**config.mk**
```make
export PLATFORM = sky130hd
export DESIGN_NAME = pong_game_ctrl
export DESIGN_NICKNAME = d
export VERILOG_FILES = /design/src/rtl/pong_pkg.sv /design/src/rtl/pong_tick_timer.sv /design/src/rtl/pong_game_ctrl.sv
export SDC_FILE = /design/constraint.sdc
export NUM_CORES = 1
export LEC_CHECK = 0
export CORE_MARGIN = 2
export CORE_UTILIZATION = 42
export DETAILED_ROUTE_END_ITERATION = 8
export HOLD_SLACK_MARGIN = 0.02
export MAX_ROUTING_LAYER = met4
export PLACE_DENSITY = 0.77
export SLEW_MARGIN = 20
export SYNTH_ARGS = -nofsm -noshare
export SYNTH_HDL_FRONTEND = slang
export SYNTH_SLANG_ARGS = --single-unit
```
**constraint.sdc**
```tcl
create_clock -name i_CLK -period 2.4 [get_ports i_CLK]
set_input_delay 0.48 -clock i_CLK [delete_from_list [all_inputs] [get_ports i_CLK]]
set_output_delay 0.48 -clock i_CLK [all_outputs]
set_load 0.02 [all_outputs]
```
**src/rtl/pong_pkg.sv**
```systemverilog
// rtl/pong_pkg.sv - shared state encoding, key codes and score packing helper for the pong controller
package pong_pkg;

    localparam logic [2:0] ST_IDLE      = 3'd0;
    localparam logic [2:0] ST_SERVE     = 3'd1;
    localparam logic [2:0] ST_PLAY      = 3'd2;
    localparam logic [2:0] ST_POINT     = 3'd3;
    localparam logic [2:0] ST_GAME_OVER = 3'd4;
    localparam logic [2:0] ST_PAUSED    = 3'd5;

    localparam logic [7:0] KEY_START_DEF = 8'd32;
    localparam logic [7:0] KEY_RESET_DEF = 8'd114;
    localparam logic [7:0] KEY_PAUSE_DEF = 8'd112;

    // Low bit of player k's field inside the packed score bus.
    function automatic int score_lsb(input int k, input int w);
        return k * w;
    endfunction

endpackage

```
**src/rtl/pong_tick_timer.sv**
```systemverilog
// rtl/pong_tick_timer.sv - tick-gated counter with sync clear, programmable length and done strobe
module pong_tick_timer #(
    parameter int CNT_W = 6
) (
    input  logic             clk,
    input  logic             rst,
    input  logic             clear,
    input  logic             tick,
    input  logic [CNT_W-1:0] len,
    output logic             done
);

    logic [CNT_W-1:0] cnt;

    // Done fires on the tick that completes the programmed length; the count rearms itself.
    assign done = tick && !clear && (cnt == len - CNT_W'(1));

    always_ff @(posedge clk) begin
        if (rst || clear || done) begin
            cnt <= '0;
        end else if (tick) begin
            cnt <= cnt + CNT_W'(1);
        end
    end

endmodule

```
**src/rtl/pong_game_ctrl.sv**
```systemverilog
// rtl/pong_game_ctrl.sv - pong match flow controller; define PONG_PAUSE_EN for the pause state
module pong_game_ctrl
    import pong_pkg::*;
#(
    parameter int         NUM_PLAYERS = 2,
    parameter int         SCORE_W     = 4,
    parameter int         WIN_SCORE   = 11,
    parameter int         SERVE_TICKS = 60,
    parameter int         POINT_TICKS = 30,
    parameter logic [7:0] KEY_START   = KEY_START_DEF,
    parameter logic [7:0] KEY_RESET   = KEY_RESET_DEF,
    parameter logic [7:0] KEY_PAUSE   = KEY_PAUSE_DEF
) (
    input  logic                           i_CLK,
    input  logic                           i_RST,
    input  logic                           i_tick,
    input  logic                           i_key_valid,
    input  logic [7:0]                     i_key_byte,
    input  logic [NUM_PLAYERS-1:0]         i_scored,
    output logic [2:0]                     o_state,
    output logic                           o_ball_run,
    output logic                           o_ball_reset,
    output logic [1:0]                     o_serve_to,
    output logic [NUM_PLAYERS*SCORE_W-1:0] o_scores,
    output logic [1:0]                     o_winner,
    output logic                           o_winner_valid
);

    localparam int MAX_T = (SERVE_TICKS > POINT_TICKS) ? SERVE_TICKS : POINT_TICKS;
    localparam int CNT_W = $clog2(MAX_T + 1);

    if (NUM_PLAYERS < 2 || NUM_PLAYERS > 4) begin : g_bad_players
        $error("pong_game_ctrl: NUM_PLAYERS must be 2..4");
    end
    if ((1 << SCORE_W) <= WIN_SCORE) begin : g_bad_score_w
        $error("pong_game_ctrl: SCORE_W too narrow for WIN_SCORE");
    end
    if (SERVE_TICKS < 1 || POINT_TICKS < 1) begin : g_bad_ticks
        $error("pong_game_ctrl: tick lengths must be at least 1");
    end
    if (KEY_PAUSE == KEY_START || KEY_PAUSE == KEY_RESET || KEY_START == KEY_RESET) begin : g_bad_keys
        $error("pong_game_ctrl: key codes must be distinct");
    end

    logic [2:0]             state_q, state_d;
    logic [SCORE_W-1:0]     score_q [NUM_PLAYERS];
    logic                   key_start, key_reset;
    logic                   hit, hit_win;
    logic [1:0]             hit_idx, next_serve;
    logic [NUM_PLAYERS-1:0] credit;
    logic                   timed, tmr_done;
    logic [CNT_W-1:0]       tmr_len;

    assign key_start = i_key_valid && (i_key_byte == KEY_START);
    assign key_reset = i_key_valid && (i_key_byte == KEY_RESET);
`ifdef PONG_PAUSE_EN
    logic key_pause;
    assign key_pause = i_key_valid && (i_key_byte == KEY_PAUSE);
`endif

    assign timed   = (state_q == ST_SERVE) || (state_q == ST_POINT);
    assign tmr_len = (state_q == ST_SERVE) ? CNT_W'(SERVE_TICKS) : CNT_W'(POINT_TICKS);

    pong_tick_timer #(.CNT_W(CNT_W)) u_timer (
        .clk   (i_CLK),
        .rst   (i_RST),
        .clear (key_reset || !timed),
        .tick  (i_tick && timed),
        .len   (tmr_len),
        .done  (tmr_done)
    );

    // Only the lowest-indexed scorer in a cycle is credited.
    always_comb begin
        hit        = 1'b0;
        hit_win    = 1'b0;
        hit_idx    = 2'd0;
        next_serve = 2'd0;
        credit     = '0;
        for (int i = NUM_PLAYERS - 1; i >= 0; i--) begin
            if (i_scored[i]) begin
                hit        = 1'b1;
                hit_idx    = 2'(i);
                hit_win    = (score_q[i] == SCORE_W'(WIN_SCORE - 1));
                next_serve = (i == NUM_PLAYERS - 1) ? 2'd0 : 2'(i + 1);
                credit     = '0;
                credit[i]  = 1'b1;
            end
        end
    end

    always_comb begin
        state_d = state_q;
        case (state_q)
            ST_IDLE:      if (key_start) state_d = ST_SERVE;
            ST_SERVE:     if (tmr_done) state_d = ST_PLAY;
            ST_PLAY: begin
                if (hit) state_d = hit_win ? ST_GAME_OVER : ST_POINT;
`ifdef PONG_PAUSE_EN
                else if (key_pause) state_d = ST_PAUSED;
`endif
            end
            ST_POINT:     if (tmr_done) state_d = ST_SERVE;
            ST_GAME_OVER: if (key_start) state_d = ST_SERVE;
`ifdef PONG_PAUSE_EN
            ST_PAUSED:    if (key_pause) state_d = ST_PLAY;
`endif
            default:      state_d = ST_IDLE;
        endcase
        if (key_reset) state_d = ST_IDLE;
    end

    always_ff @(posedge i_CLK) begin
        if (i_RST || key_reset) begin
            state_q        <= ST_IDLE;
            o_serve_to     <= 2'd0;
            o_winner       <= 2'd0;
            o_winner_valid <= 1'b0;
            o_ball_run     <= 1'b0;
            o_ball_reset   <= 1'b1;
            for (int i = 0; i < NUM_PLAYERS; i++) score_q[i] <= '0;
        end else begin
            state_q        <= state_d;
            o_ball_run     <= (state_d == ST_PLAY);
            o_ball_reset   <= (state_d == ST_IDLE) || (state_d == ST_SERVE) ||
                              (state_d == ST_GAME_OVER);
            o_winner_valid <= (state_d == ST_GAME_OVER);
            if (key_start && ((state_q == ST_IDLE) || (state_q == ST_GAME_OVER))) begin
                o_serve_to <= 2'd0;
                for (int i = 0; i < NUM_PLAYERS; i++) score_q[i] <= '0;
            end
            if ((state_q == ST_PLAY) && hit) begin
                for (int i = 0; i < NUM_PLAYERS; i++) begin
                    if (credit[i]) score_q[i] <= score_q[i] + SCORE_W'(1);
                end
                if (hit_win) o_winner <= hit_idx;
                else         o_serve_to <= next_serve;
            end
        end
    end

    assign o_state = state_q;

    for (genvar g = 0; g < NUM_PLAYERS; g++) begin : g_scores
        assign o_scores[score_lsb(g, SCORE_W) +: SCORE_W] = score_q[g];
    end

endmodule

```
Yosys cells after proc, flatten, opt, wreduce, memory -nomap -nowiden
Memories as Yosys holds them, arrays and structs flattened.
Cells that the tools add are included.
- register bits after elaboration: 16
- RAM bits: 8
- bits of input ports: 14
- output and inout bits: 18
- word-level logic and storage cells: 86
- memories kept: 1
- add/sub/neg operators: 4
- equal/unequal tests: 12
- mux-type cells: 37
- bitwise gates (word level): 4
- reductions and logical operators: 21
- memory list (name ; words ; width ; rd ports ; clocked after memory_dff ; write ports ; RTL line ; source):
    score_q ; 2 ; 4 ; 2 ; 0 ; 2 ; pong_game_ctrl.sv:46 ; logic [SCORE_W-1:0] score_q [NUM_PLAYERS];
- operators with widths (operator ; count):
    1-bit two-way mux ; 19
    3-bit two-way mux ; 6
    4-bit two-way mux ; 4
    2-bit two-way mux ; 6
    3-bit case mux with 4 select lines ; 1
    3-bit by 2-bit equality test with 1-bit output (second input constant) ; 3
    4-bit by 1-bit adder with 4-bit output (second input constant) ; 2
    4-bit equality test (second input constant) ; 2
    8-bit by 6-bit equality test with 1-bit output (second input constant) ; 1
    8-bit by 7-bit equality test with 1-bit output (second input constant) ; 1
    1-bit logical OR ; 8
    1-bit logical AND ; 7
    6-bit by 1-bit adder with 6-bit output (second input constant) ; 1
    3-bit by 1-bit equality test with 1-bit output (second input constant) ; 2
    3-bit equality test (second input constant) ; 2
    6-bit equality test ; 1
    3-bit logical NOT ; 2
    6-bit two-way mux ; 1
    6-bit by 1-bit subtractor with 6-bit output (second input constant) ; 1
    1-bit OR ; 4
    1-bit logical NOT ; 2
    2-bit AND reduction ; 1
    2-bit OR reduction ; 1

Longest topological paths before layout
- word-level depth: 13
- mapped depth: 7
- gate-level depth less buffers: 7

Hierarchy
From an unflattened synthesis, not the netlist that was laid out.
- cell total of the unflattened synthesis: 148
- area, all modules: 1393.8 um^2
- modules (own cells, without submodules) (module ; instances ; cells each ; area an instance (um^2) ; sequential area each (um^2)):
    pong_game_ctrl ; 1 ; 99 ; 954.7 ; 420.4
    pong_tick_timer ; 1 ; 49 ; 439.2 ; 120.1

Worst setup path after synthesis
OpenSTA, ideal clock, no wires.
- path kind: input port to flip-flop
- from: input port i_key_byte[1]
- to: memory score_q[1][0], in the netlist score_q[0][4] (enable)
- library setup time: 0.362 ns
- arrival time: 1.676 ns
- data required time: 2.038 ns
- setup slack: 0.362 ns
- cell stages on the path: 4
- path buffers: 0
- path through: and3_1 -> a31oi_1 -> o211ai_1 -> o21ai_0
- RTL lines (item ; RTL line ; source):
    start, declared ; pong_game_ctrl.sv:18 ; input logic [7:0] i_key_byte,
    end, declared ; pong_game_ctrl.sv:46 ;

==> metrics.txt <==
highest metal used met4; Post-synth top flop dfxtp_1; RSZ-0062 raised after global routing false; Combinational Power Share 0.101; Nets approximately 180; NetSw about 0.00015 W; Seq cells post-synth 23; slowest stage cell, crit path o21ai_0; diode count 0; placed cells 186; GRT overflow 0; routed wire length 2500 um; most common cell in the netlist nor2_1; Layout area overhead 33.2%; setup violators final 0; Mapped Cells 121; Rows 19; Die Y 57.4 um; Fin. Hold Viols 0; gpl congestion 0.754; gr usage total 0.176; clk slew on worst S/H paths 0.14 ns; Final period util 0.825; Core ar. 0.00273 mm^2; first-pass GRT wire length 4500 um; CTS tree yes; mapped cell area 0.00120 mm^2; IO Count 32; sw frac 0.234; post-DP HPWL 2040 um; Final ANT Viol Nets 0; Final min period 1.98 ns; wire per inst between 10 and 15 um; Max-Cap Viols 0; fill count 252; largest net degree at the start of global routing 14; Lkg Pwr 0.587 nW; post-synthesis sequential area ratio 0.452; Yosys top cell area share 0.251; kind of critical path in2reg; synth warn 0; crit path DAT 1.96 ns; Critical Path Source Type input pin; tightest slew margin relative to the limit 0.646; Non-Filler Instances 190; Largest delay share family, worst path compound AO/OA/AOI/OAI gates; Post-CTS Hold Buffers 0; crit-path max FO 4; Unique masters post-synth 37; setup_tns 0 ns; Post-CTS Setup Bufs 0; DR vias 1014; Slowest Stage Delay on Critical Path 0.48 ns; Cell Pwr Density 415 mW/mm^2; synth top area cells dfxtp_1 (25%), edfxtp_1 (20%), nor2_1 (6.3%), ha_1 (5.2%), xor2_1 (3.7%); clk sinks 23; Fmax achieved 505 MHz; Mean Syn Cell Area 9.89 um^2; Max Clock Skew 0.0141 ns; Post-synth EDFFs 8; Slew @ Worst Pin 0.525 ns; via count of the first global-routing pass 1024; status finished, final reports clean; CTS root buffer clkbuf_4; Post-synth ARST share 0; initial core utilization 0.438; initial antenna violation count 0; Max VDD drop 0.000348 V; vias per cell roughly 5.3; met3 WL 95 um; Max clock buf depth 2; post-synth net total 140; PortBufs 30; 1st-iter DRT viols 71; max-slew violation count 0; worst-skew pair later-pin latency 0.32 ns; die area about 0.0033 mm^2; met1 WL 1070 um; H-tree levels 1; Die Width 57.4 um; # resized after CTS 0; endpoint class of the critical path register; P_int 0.000506 W; Tot Pwr 0.000661 W; Sequential Power Share 0.620; critical path required time ~2.4 ns; TritonCTS Buffers 3; Yosys top cell by area dfxtp_1; layout cells sized above 1 0.119; top post-synthesis cells by count nor2_1 (20), dfxtp_1 (15), nand2_1 (9); worst path bufs/invs 1; Min-Delay Path Class reg2reg; crit-path cells clkdlybuf4s50_1, and3_1, a31oi_1, o211ai_1, o21ai_0; power share of the clock group 0.278; DRC 0; DR pass1 iterations 5; routed wire length on met2 1290 um
metal layers:
layer	vias up	GRT usage
li1	507	-
met3	6	0.0181
met4	0	0.0698
met2	24	0.297
met1	477	0.214
met5	-	-
tightest hold or removal path, cell delays in order, from the launching register on:
cell and delay [ns]:
dfxtp_1 0.34, nand3_1 0.07, nand2_1 0.05
path summary, 6_finish.rpt:
path,from,slack [ns],depth (start not counted),to
setup / recovery,i_key_byte[1],0.42,5,score_q[0][5]
hold / removal,o_serve_to[0],0.49,2,o_serve_to[0]
hold reg to reg,o_serve_to[0],0.49,2,o_serve_to[0]
setup reg to reg,score_q[0][0],0.60,7,o_ball_run
placed cells by master, fill, tap and decap left out, types with 5 or more instances in the layout:
cell             netlist  layout
clkdlybuf4s50_1        0      30
nor2_1                20      20
dfxtp_1               15      15
nand2_1                9       9
nand3_1                8       8
edfxtp_1               8       8
a21oi_1                5       5
xor2_1                 5       5
ha_1                   5       5
buf_4                  1       5
metrics by stage:
| stage | area (um^2) | hold WS, ns | utilization | setup slack [ns] |
|---|---|---|---|---|
| floorplan | 1200 | 0.474 | - | 0.362 |
| global placement | 1570 | 0.445 | 0.573 | 0.160 |
| detailed placement | 1570 | 0.471 | 0.573 | 0.0576 |
| CTS | 1590 | 0.489 | 0.583 | 0.405 |
| global route | 1590 | 0.511 | 0.583 | 0.319 |
| finish | 1590 | 0.488 | 0.583 | 0.419 |
kinds of logic after synthesis:
kind of cell | share of synthesized area
DFF | 0.452
adders and majority gates | 0.0523
buffers and inverters | 0.0157
xor gates and xnor gates | 0.0659
AOI/OAI and AO/OA | 0.121
and+or+nand+nor | 0.290
other | 0.00314
flip-flops by register name (all words and copies together), names as in the netlist:
name / count
score_q: 8
u_timer.cnt: 6
o_state: 3
o_serve_to: 2
o_ball_reset: 1
o_ball_run: 1
o_winner: 1
o_winner_valid: 1
final cells by class:
cell class              instances  area (um^2)  share of cell area
clock inverters                 1         5.00             0.00314
repair buffers                 35          338               0.212
multi-input cells              94          637               0.400
well taps                      31         38.8              0.0244
clock buffers                   3         22.5              0.0141
inverters                       3         11.3             0.00707
flip-flops and latches         23          541               0.339
power by group through the flow:
stage	sequential (W)	clock, W	combinational (W)
global route	0.000411	0.000199	0.0000722
global placement	0.000418	0	0.0000650
detailed placement	0.000418	0	0.0000670
finish	0.000410	0.000184	0.0000669
floorplan	0.000423	0	0.0000197
CTS	0.000410	0.000186	0.0000674
(Power assumes the default switching activity.)
